===== config.mk =====
export PLATFORM = sky130hd
export DESIGN_NAME = muldiv_unit
export DESIGN_NICKNAME = d
export VERILOG_FILES = /design/src/rtl/muldiv_unit.sv
export SDC_FILE = /design/constraint.sdc
export NUM_CORES = 1
export LEC_CHECK = 0
export BUFFER_PORTS_ARGS = -buffer_cell sky130_fd_sc_hd__buf_4
export CORE_UTILIZATION = 40
export DETAILED_ROUTE_END_ITERATION = 16
export GPL_TIMING_DRIVEN = 0
export PLACE_DENSITY = 0.61
export SYNTH_ARGS = -nofsm -noshare
export SYNTH_HDL_FRONTEND = slang
export SYNTH_SLANG_ARGS = --single-unit

===== constraint.sdc =====
create_clock -name clk -period 11.9 [get_ports clk]
set_clock_uncertainty 0.2 [all_clocks]
set_input_delay 3.57 -clock clk [delete_from_list [all_inputs] [get_ports clk]]
set_output_delay 3.57 -clock clk [all_outputs]
set_load 0.05 [all_outputs]

===== src/rtl/muldiv_unit.sv =====
`default_nettype none
// ============================================================================
// Module   : muldiv_unit
// Purpose  : Iterative multiply/divide unit holding the architectural HI/LO
//            registers. Executes MULTU/MULT/DIVU/DIV one bit per clock
//            (32 CALC cycles plus one FIX cycle) and services MTHI/MTLO
//            writes while idle.
// Ports    : clk, rst        - clock, asynchronous active-high reset
//            start, op       - launch request and opcode (00 MULTU, 01 MULT,
//                              10 DIVU, 11 DIV), sampled only when idle
//            src_a, src_b    - rs / rt operands, latched at start
//            hilo_we, wdata  - MTHI (bit1) / MTLO (bit0) write port
//            busy            - operation in progress (CALC or FIX)
//            done            - one-cycle pulse, HI/LO valid with it
//            div_by_zero     - qualifies done for a zero divisor
//            hi, lo          - registered HI/LO outputs
// Revision : 1.0 - initial release
// ============================================================================
module muldiv_unit #(
    parameter int DATA_W = 32,
    parameter int CNT_W  = 5
) (
    input  logic              clk,
    input  logic              rst,
    input  logic              start,
    input  logic [1:0]        op,
    input  logic [DATA_W-1:0] src_a,
    input  logic [DATA_W-1:0] src_b,
    input  logic [1:0]        hilo_we,
    input  logic [DATA_W-1:0] wdata,
    output logic              busy,
    output logic              done,
    output logic              div_by_zero,
    output logic [DATA_W-1:0] hi,
    output logic [DATA_W-1:0] lo
);

    typedef enum logic [1:0] {
        S_IDLE = 2'd0,
        S_CALC = 2'd1,
        S_FIX  = 2'd2
    } state_t;

    localparam logic [CNT_W-1:0] c_last_cnt = CNT_W'(DATA_W - 1);

    state_t                r_state;
    state_t                w_next_state;
    logic [CNT_W-1:0]      r_cnt;
    logic [1:0]            r_op;
    logic                  r_sign_a;
    logic                  r_sign_b;
    logic [DATA_W-1:0]     r_a_raw;
    logic [DATA_W-1:0]     r_b;
    logic [2*DATA_W-1:0]   r_acc;
    logic [DATA_W-1:0]     r_hi;
    logic [DATA_W-1:0]     r_lo;
    logic                  r_done;
    logic                  r_dbz;

    // ------------------------------------------------------------------
    // Operand conditioning at launch: signed ops work on magnitudes and
    // remember the signs. 0x80000000 negates to itself, which is exactly
    // the correct unsigned magnitude.
    // ------------------------------------------------------------------
    logic                  w_a_neg;
    logic                  w_b_neg;
    logic [DATA_W-1:0]     w_a_mag;
    logic [DATA_W-1:0]     w_b_mag;

    assign w_a_neg = op[0] & src_a[DATA_W-1];
    assign w_b_neg = op[0] & src_b[DATA_W-1];
    assign w_a_mag = w_a_neg ? -src_a : src_a;
    assign w_b_mag = w_b_neg ? -src_b : src_b;

    logic w_is_div;
    logic w_is_signed;

    assign w_is_div    = r_op[1];
    assign w_is_signed = r_op[0];

    // ------------------------------------------------------------------
    // Multiply step: the multiplier sits in the low half of the
    // accumulator and is consumed LSB first; the partial product grows
    // in the high half and everything shifts right each cycle.
    // ------------------------------------------------------------------
    logic [DATA_W:0]       w_mul_sum;
    logic [2*DATA_W-1:0]   w_mul_next;

    assign w_mul_sum  = {1'b0, r_acc[2*DATA_W-1:DATA_W]}
                      + (r_acc[0] ? {1'b0, r_b} : {(DATA_W+1){1'b0}});
    assign w_mul_next = {w_mul_sum, r_acc[DATA_W-1:1]};

    // ------------------------------------------------------------------
    // Restoring divide step on {rem, quot}: shift left one bit, try to
    // subtract the divisor from the 33-bit shifted remainder, keep the
    // difference only when it does not borrow. A zero divisor always
    // "fits", but that case is overridden at FIX anyway.
    // ------------------------------------------------------------------
    logic [DATA_W+1:0]     w_div_trial;
    logic                  w_div_fits;
    logic [2*DATA_W-1:0]   w_div_next;

    assign w_div_trial = {1'b0, r_acc[2*DATA_W-1:DATA_W-1]} - {2'b00, r_b};
    assign w_div_fits  = ~w_div_trial[DATA_W+1];
    assign w_div_next  = w_div_fits
                       ? {w_div_trial[DATA_W-1:0], r_acc[DATA_W-2:0], 1'b1}
                       : {r_acc[2*DATA_W-2:0], 1'b0};

    // ------------------------------------------------------------------
    // Sign correction applied in FIX.
    // ------------------------------------------------------------------
    logic [2*DATA_W-1:0]   w_prod;
    logic [DATA_W-1:0]     w_quot;
    logic [DATA_W-1:0]     w_rem;
    logic                  w_b_zero;

    assign w_prod   = (w_is_signed & (r_sign_a ^ r_sign_b)) ? -r_acc : r_acc;
    assign w_quot   = (w_is_signed & (r_sign_a ^ r_sign_b))
                    ? -r_acc[DATA_W-1:0] : r_acc[DATA_W-1:0];
    assign w_rem    = (w_is_signed & r_sign_a)
                    ? -r_acc[2*DATA_W-1:DATA_W] : r_acc[2*DATA_W-1:DATA_W];
    assign w_b_zero = (r_b == {DATA_W{1'b0}});

    // ------------------------------------------------------------------
    // Control FSM
    // ------------------------------------------------------------------
    always_ff @(posedge clk or posedge rst) begin
        if (rst) begin
            r_state <= S_IDLE;
        end else begin
            r_state <= w_next_state;
        end
    end

    always_comb begin
        w_next_state = r_state;
        case (r_state)
            S_IDLE: if (start) w_next_state = S_CALC;
            S_CALC: if (r_cnt == c_last_cnt) w_next_state = S_FIX;
            S_FIX:  w_next_state = S_IDLE;
            default: w_next_state = S_IDLE;
        endcase
    end

    // ------------------------------------------------------------------
    // Datapath and HI/LO registers
    // ------------------------------------------------------------------
    always_ff @(posedge clk or posedge rst) begin
        if (rst) begin
            r_cnt    <= '0;
            r_op     <= 2'b00;
            r_sign_a <= 1'b0;
            r_sign_b <= 1'b0;
            r_a_raw  <= '0;
            r_b      <= '0;
            r_acc    <= '0;
            r_hi     <= '0;
            r_lo     <= '0;
            r_done   <= 1'b0;
            r_dbz    <= 1'b0;
        end else begin
            r_done <= 1'b0;
            r_dbz  <= 1'b0;
            case (r_state)
                S_IDLE: begin
                    // MTHI/MTLO land even on a start edge; the result
                    // written at FIX overwrites them later.
                    if (hilo_we[1]) r_hi <= wdata;
                    if (hilo_we[0]) r_lo <= wdata;
                    if (start) begin
                        r_op     <= op;
                        r_sign_a <= w_a_neg;
                        r_sign_b <= w_b_neg;
                        r_a_raw  <= src_a;
                        r_b      <= w_b_mag;
                        r_acc    <= {{DATA_W{1'b0}}, w_a_mag};
                        r_cnt    <= '0;
                    end
                end
                S_CALC: begin
                    r_acc <= w_is_div ? w_div_next : w_mul_next;
                    r_cnt <= r_cnt + CNT_W'(1);
                end
                S_FIX: begin
                    r_done <= 1'b1;
                    if (w_is_div) begin
                        if (w_b_zero) begin
                            r_hi  <= r_a_raw;
                            r_lo  <= {DATA_W{1'b1}};
                            r_dbz <= 1'b1;
                        end else begin
                            r_hi <= w_rem;
                            r_lo <= w_quot;
                        end
                    end else begin
                        r_hi <= w_prod[2*DATA_W-1:DATA_W];
                        r_lo <= w_prod[DATA_W-1:0];
                    end
                end
                default: ;
            endcase
        end
    end

    assign busy        = (r_state != S_IDLE);
    assign done        = r_done;
    assign div_by_zero = r_dbz;
    assign hi          = r_hi;
    assign lo          = r_lo;

endmodule
`default_nettype wire


Word level (Yosys, flattened, before mapping):

Index checks and enable logic that the tools add are counted.
Widths: inputs -> output; s select.

* register bits after elaboration: 205
* bits of input ports: 103
* output and inout bits: 67
* logic and storage cells: 69

* add/subtract/negate cells: 8
* equality and inequality tests: 7
* mux-type cells: 27
* bitwise logic cells: 5
* reductions and logical operators: 10

Operator list (number)
* $mux 32: 11
* $mux 64: 4
* $neg 32->32: 4
* $pmux 32 s2: 2
* $pmux 64 s2: 1
* $neg 64->64: 1
* $sub 33x32->34: 1
* $add 32x32->33: 1
* $logic_not 32->1: 1
* $pmux 5 s2: 1
* $reduce_and 2->1: 5
* $ne 2x2->1 const B: 4
* $reduce_bool 2->1: 3
* $add 5x1->5 const B: 1
* $eq 5x5->1 const B: 1
* $mux 5: 1
* $and 1x1->1: 4
* $mux 1: 4
* $mux 2: 2
* $pmux 2 s2: 1
* $eq 2x1->1 const B: 1
* $eq 2x2->1 const B: 1
* $logic_not 2->1: 1
* $xor 1x1->1: 1

Depth between registers and ports, before layout:

* depth after elaboration: 6
* mapped depth: 15
* depth with buffers taken out: 14

Worst setup path before layout:

No wires, ideal clock.

* path kind: input -> register
* start: input src_a[9]
* end: register r_acc[30]
* setup time: 0.137 ns
* arrival time: 5.827 ns
* slack: 5.736 ns
* stages: 10
* path buffers: 0
* cell sequence: or4_1 > or4_1 > nor3b_2 > a21oi_1 > a21oi_1 > o21ai_0 > xnor2_1 > nor2_1 > a211oi_1 > a21oi_1

* word-level cells in the longest chain between the ends: 4

RTL lines
* start: declaration: line 27 `input logic [DATA_W-1:0] src_a,`
* $neg 32->32: line 72 `assign w_a_mag = w_a_neg ? -src_a : src_a;`
* $mux 32: line 72
* $mux 64: line 170 `if (start) begin`
* $pmux 64 s2: line 164 `case (r_state)`
* end signal: assignment: line 176 `r_acc <= {{DATA_W{1'b0}}, w_a_mag};`
* end signal: assignment: line 181 `r_acc <= w_is_div ? w_div_next : w_mul_next;`
* end: declaration: line 54 `logic [2*DATA_W-1:0] r_acc;`

Every way passes these cells. The select of a mux whose other input is x is not followed.
A chain may end at the register's enable or synchronous reset.

Final worst setup path:

Ends and elaborated chain as after synthesis.

==> results.txt <==
The run finished with clean final reports. The arrival time of data at the critical path endpoint was 6.41 ns; the largest fanout on the critical path was 6. The area growth from synthesis to layout works out to 17.8%.

In the routed layout, each cell is associated on average with a via count of 5.98. The logs give 22.5% for the max-slew headroom at the worst pin and 26 for the CTS buffer count. The horizontal die dimension works out to 203 µm.

The first detailed-routing pass took 6 iterations. The number of antenna violations at the first check in global routing was 0; the share of synthesized flip-flops with an asynchronous set or reset was 100%. For the final net count, the log shows 2458.

For the residual antenna-violating net count after detailed routing, the log shows 0. The logs give 104000 µm for the wire length of the first global-routing pass and 1611 for the number of DRC markers in iteration 0. The tools report the total overflow reported by the global router as 0. Synthesis handed over a netlist of 2084 instances. Setup repair after global routing left no endpoint under its margin. STA classifies the critical path startpoint as a primary input. The core region is 39800 µm².

In this run the biggest area consumer among cell types represents 31.7% of the synthesized area. The number of endpoints with negative hold slack in the final report was 0; the worst path required time was 12.14 ns. Dividing the final minimum period by the clock period gives 51.9%. Routability-driven placement finished with a final weighted congestion of 1.00. The tightest min-delay check is of the flop to flop type.

Max capacitance violation total: 0. The number of enable-type register cells in the synthesized netlist is 0. In this run the critical register-to-register path is launched from r_acc[0]$_DFFE_PP0P_. Summed over all cells, the static leakage comes to 8.41 nW. The path with the worst hold slack has its endpoint at hi[2]$_DFFE_PP0P_.

The primary flip-flop cell chosen by synthesis mapping is sky130_fd_sc_hd__dfrtp_1. Summing the areas of all fa, ha and maj instances in the mapped netlist gives 5.65% of the synthesized area. The Yosys step of the flow raised 0 warnings. Largest area contributor in the netlist: sky130_fd_sc_hd__dfrtp_1. The routed design has 68700 µm of wire.

The tools report the via count of the first global-routing pass as 16500. Summing internal, switching and leakage power gives 0.00655 W. The initial cell density of the core is 40.7%.

The tools report the type of destination of the critical path as a flop. Each instance of the synthesized netlist takes up on average 7.77 µm². TritonCTS built the clock tree. For this design the ratio of total power to cell area is 343 nW/µm². For this design, the CTS-stage hold fixing added 0 buffers. The tools report the post-synthesis sequential area ratio as 31.7%. In this run the register-to-register setup slack is 7.10 ns. The clock period minus final worst setup slack works out to 6.17 ns.

Summed over all nets, the switching power comes to 0.00350 W. After detailed routing, the number of remaining DRC violations is 0. Cells with a size suffix above 1 make up 11.1% of the layout. The logs give 16200 µm² for the post-synth design cell area and 47.9% for the final standard cell utilization of the core.

After filler insertion, the fill cell instance count of the layout stands at 4063. In this run the core area contains 73 standard-cell rows. Global routing used 33.2% of the available tracks. The run gives 16900 as the total via count in the routed design. The start point of the worst hold path was hi[2]$_DFFE_PP0P_. The combinational family with the most area after synthesis is compound AO/OA/AOI/OAI gates. The count of final setup violators is 0, and the clock share of power is 12.8%.

Hold is met by 0.277 ns. The area fraction in compound gates after synthesis is 25.4%, and the count of input and output buffers is 169. The tools report the area taken by flip-flops and latches as 5130 µm².

After Yosys synthesis, XOR and XNOR cells account for 9.68% of the synthesized area. After clock tree synthesis, the clock-pin slew on the worst setup and hold paths is 0.06 ns. The die extent in y is 203 µm, and the synthesized netlist net count is 2259.

The setup path with the least slack is of type primary input to flop. Entering global routing, the biggest net connects 75 pins. The clock passes through at most 3 buffers. Synthesis inferred 205 register bits. After Yosys synthesis, and, or, nand and nor cells account for 19.0% of the synthesized area. Yosys mapped the design onto 83 distinct sky130hd cell types.

By area the synthesized netlist is led by sky130_fd_sc_hd__dfrtp_1 32%, sky130_fd_sc_hd__o21ai_0 7.0%, sky130_fd_sc_hd__nand2_1 7.0%, sky130_fd_sc_hd__a21oi_1 5.9%, sky130_fd_sc_hd__xnor2_1 5.7%. Static timing analysis puts the maximum clock frequency at 162 MHz. For the deepest level of the CTS H-tree, the log shows 1.

The tools report the boundary pin count as 170. In this run the critical register-to-register path is captured at r_acc[63]$_DFFE_PP0P_. Counting tap cells, the placed design contains a total of 2780 instances.

Of the post-synthesis cell area, the part taken by muxes is 3.49%. The total number of clock tree sinks came out at 205. The logs give 0 for the max-slew violation total from the final report and 41300 µm² for the floorplan die area.

In the final routed layout, each cell accounts on average for 24.3 µm. The logs give 0 for the number of gates given a new drive strength after cts and 0.58 ns for the clock latency on the worst-skew pair. The depth of the most critical reg-to-reg path came out at 14. The fraction of power spent switching nets was 53.5%; the worst-case vdd ir drop was 154 µV.

The post-layout instance count excluding filler cells came out at 2828. In this run, flip-flops and latches consume 22.5% of the power. In the final layout, the multi-input gates occupy 10200 µm². For the pin with the worst max-slew slack, the measured transition is 1.15 ns. The run gives 64.7% as the part of the total power dissipated in combinational logic.

The worst hold path passes through 2 cells. After clock tree synthesis, the setup repair step added 0 buffers. The tree is rooted in a sky130_fd_sc_hd__clkbuf_16. Cell internal power was estimated by the tool at 0.00305 W. Once detailed placement completed, the half-perimeter wirelength came to 54300 µm. The count of inserted antenna diode cells is 0.
layer usage:
layer / up-vias / global-route usage, % / part of all wire [%]
met2: 716 / 50.1 / 43
met3: 86 / 5.58 / 7.8
li1: 7849 / - / -
met5: - / 0 / 0
met4: 0 / 7.14 / 2.0
met1: 8261 / 49.1 / 47
registers in the layout, indices dropped and copies added, names as in the netlist:
signal	count
done	1
r_state	2
r_b	32
r_op	2
r_a_raw	32
hi	32
r_acc	64
r_cnt	5
lo	32
r_sign_a	1
r_sign_b	1
div_by_zero	1
critical path, stage by stage:
cell and delay (ns):
sky130_fd_sc_hd__buf_4 0.12, sky130_fd_sc_hd__or4_1 0.58, sky130_fd_sc_hd__or4_1 0.50, sky130_fd_sc_hd__nor3b_2 0.43, sky130_fd_sc_hd__a21oi_1 0.23, sky130_fd_sc_hd__a21oi_1 0.28
sky130_fd_sc_hd__o21ai_0 0.17, sky130_fd_sc_hd__xnor2_1 0.20, sky130_fd_sc_hd__nor2_1 0.06, sky130_fd_sc_hd__a211oi_1 0.20, sky130_fd_sc_hd__a21oi_1 0.06
area by class of cell:
type | count | share of cell area (%)
Sequential cell | 205 | 26.9
Clock buffer | 35 | 3.80
Timing Repair Buffer | 171 | 6.93
Tap cell | 525 | 3.44
Inverter | 72 | 1.46
Multi-Input combinational cell | 1668 | 53.7
Buffer | 139 | 2.90
Clock inverter | 13 | 0.931
cells in the mapped netlist, types with 30 or more instances:
| library cell | n |
|---|---|
| sky130_fd_sc_hd__xor2_1 | 73 |
| sky130_fd_sc_hd__nand2_1 | 301 |
| sky130_fd_sc_hd__nand3_1 | 30 |
| sky130_fd_sc_hd__inv_1 | 71 |
| sky130_fd_sc_hd__nor3_1 | 40 |
| sky130_fd_sc_hd__ha_1 | 70 |
| sky130_fd_sc_hd__o22ai_1 | 38 |
| sky130_fd_sc_hd__xnor2_1 | 106 |
| sky130_fd_sc_hd__clkbuf_1 | 116 |
| sky130_fd_sc_hd__o211ai_1 | 41 |
| sky130_fd_sc_hd__a21oi_1 | 192 |
| sky130_fd_sc_hd__dfrtp_1 | 205 |
| sky130_fd_sc_hd__o21ai_0 | 227 |
| sky130_fd_sc_hd__a21o_1 | 31 |
| sky130_fd_sc_hd__nor2_1 | 168 |
| sky130_fd_sc_hd__mux2i_1 | 52 |
how the worst max path moves through the flow:
stage / from / endpoint / slack (ns)
finish: src_a[9] / r_acc[30]$_DFFE_PP0P_ / 5.73
global route: src_a[9] / r_acc[30]$_DFFE_PP0P_ / 5.57
CTS: src_a[9] / r_acc[30]$_DFFE_PP0P_ / 5.77
detailed placement: src_a[9] / r_acc[30]$_DFFE_PP0P_ / 5.17
global placement: rst / r_acc[10]$_DFFE_PP0P_ / -0.19
floorplan: rst / div_by_zero$_DFF_PP0_ / 2.53
metrics by stage:
step           worst slack, ns  cell area (µm²)  setup TNS, ns
2_1_floorplan             2.53            16200              0
4_1_cts                   5.77            19100              0
6_report                  5.73            19100              0
3_3_place_gp            -0.185            18100         -34.05
5_1_grt                   5.57            19100              0
3_5_place_dp              5.17            18200              0
logic make-up (layout without fill, tap and decap cells):
family          after synthesis  in the layout
simple gates                674            674
buf+inv                     211            430
flops                       205            205
compound gates              687            687
xor+xnor                    179            179
fa+ha+maj                    72             72
mux                          56             56
cells in the final DEF (no fill, tap or decap), types with 7 or more instances in the layout:
| master | n |
|---|---|
| sky130_fd_sc_hd__nand2_1 | 301 |
| sky130_fd_sc_hd__o21ai_0 | 227 |
| sky130_fd_sc_hd__dfrtp_1 | 205 |
| sky130_fd_sc_hd__a21oi_1 | 192 |
| sky130_fd_sc_hd__buf_4 | 173 |
| sky130_fd_sc_hd__nor2_1 | 168 |
| sky130_fd_sc_hd__clkbuf_1 | 121 |
| sky130_fd_sc_hd__xnor2_1 | 106 |
| sky130_fd_sc_hd__xor2_1 | 73 |
| sky130_fd_sc_hd__inv_1 | 70 |
| sky130_fd_sc_hd__ha_1 | 70 |
| sky130_fd_sc_hd__mux2i_1 | 52 |
| sky130_fd_sc_hd__o211ai_1 | 41 |
| sky130_fd_sc_hd__nor3_1 | 40 |
| sky130_fd_sc_hd__o22ai_1 | 38 |
| sky130_fd_sc_hd__a21o_1 | 31 |
| sky130_fd_sc_hd__nand3_1 | 30 |
| sky130_fd_sc_hd__clkbuf_16 | 26 |
| sky130_fd_sc_hd__a31oi_1 | 25 |
| sky130_fd_sc_hd__nor4_1 | 20 |
| sky130_fd_sc_hd__or3_1 | 20 |
| sky130_fd_sc_hd__a211oi_1 | 19 |
| sky130_fd_sc_hd__and2_1 | 15 |
| sky130_fd_sc_hd__nand2b_1 | 15 |
| sky130_fd_sc_hd__o31ai_1 | 15 |
| sky130_fd_sc_hd__a22oi_1 | 13 |
| sky130_fd_sc_hd__or4_1 | 12 |
| sky130_fd_sc_hd__buf_1 | 11 |
| sky130_fd_sc_hd__and3_1 | 11 |
| sky130_fd_sc_hd__o21bai_1 | 10 |
| sky130_fd_sc_hd__nand4_1 | 8 |
| sky130_fd_sc_hd__nor2b_1 | 7 |
| sky130_fd_sc_hd__buf_2 | 7 |
| sky130_fd_sc_hd__a221oi_1 | 7 |
| sky130_fd_sc_hd__o21ai_1 | 7 |
power by group through the flow:
stage / combinational [W] / sequential (W) / clock (W)
floorplan: 0.00260 / 0.00162 / 0
global placement: 0.00413 / 0.00145 / 0
detailed placement: 0.00415 / 0.00146 / 0
CTS: 0.00417 / 0.00145 / 0.000846
global route: 0.00458 / 0.00150 / 0.000874
finish: 0.00424 / 0.00147 / 0.000835
Note: power is estimated with default switching activity, not from simulation.
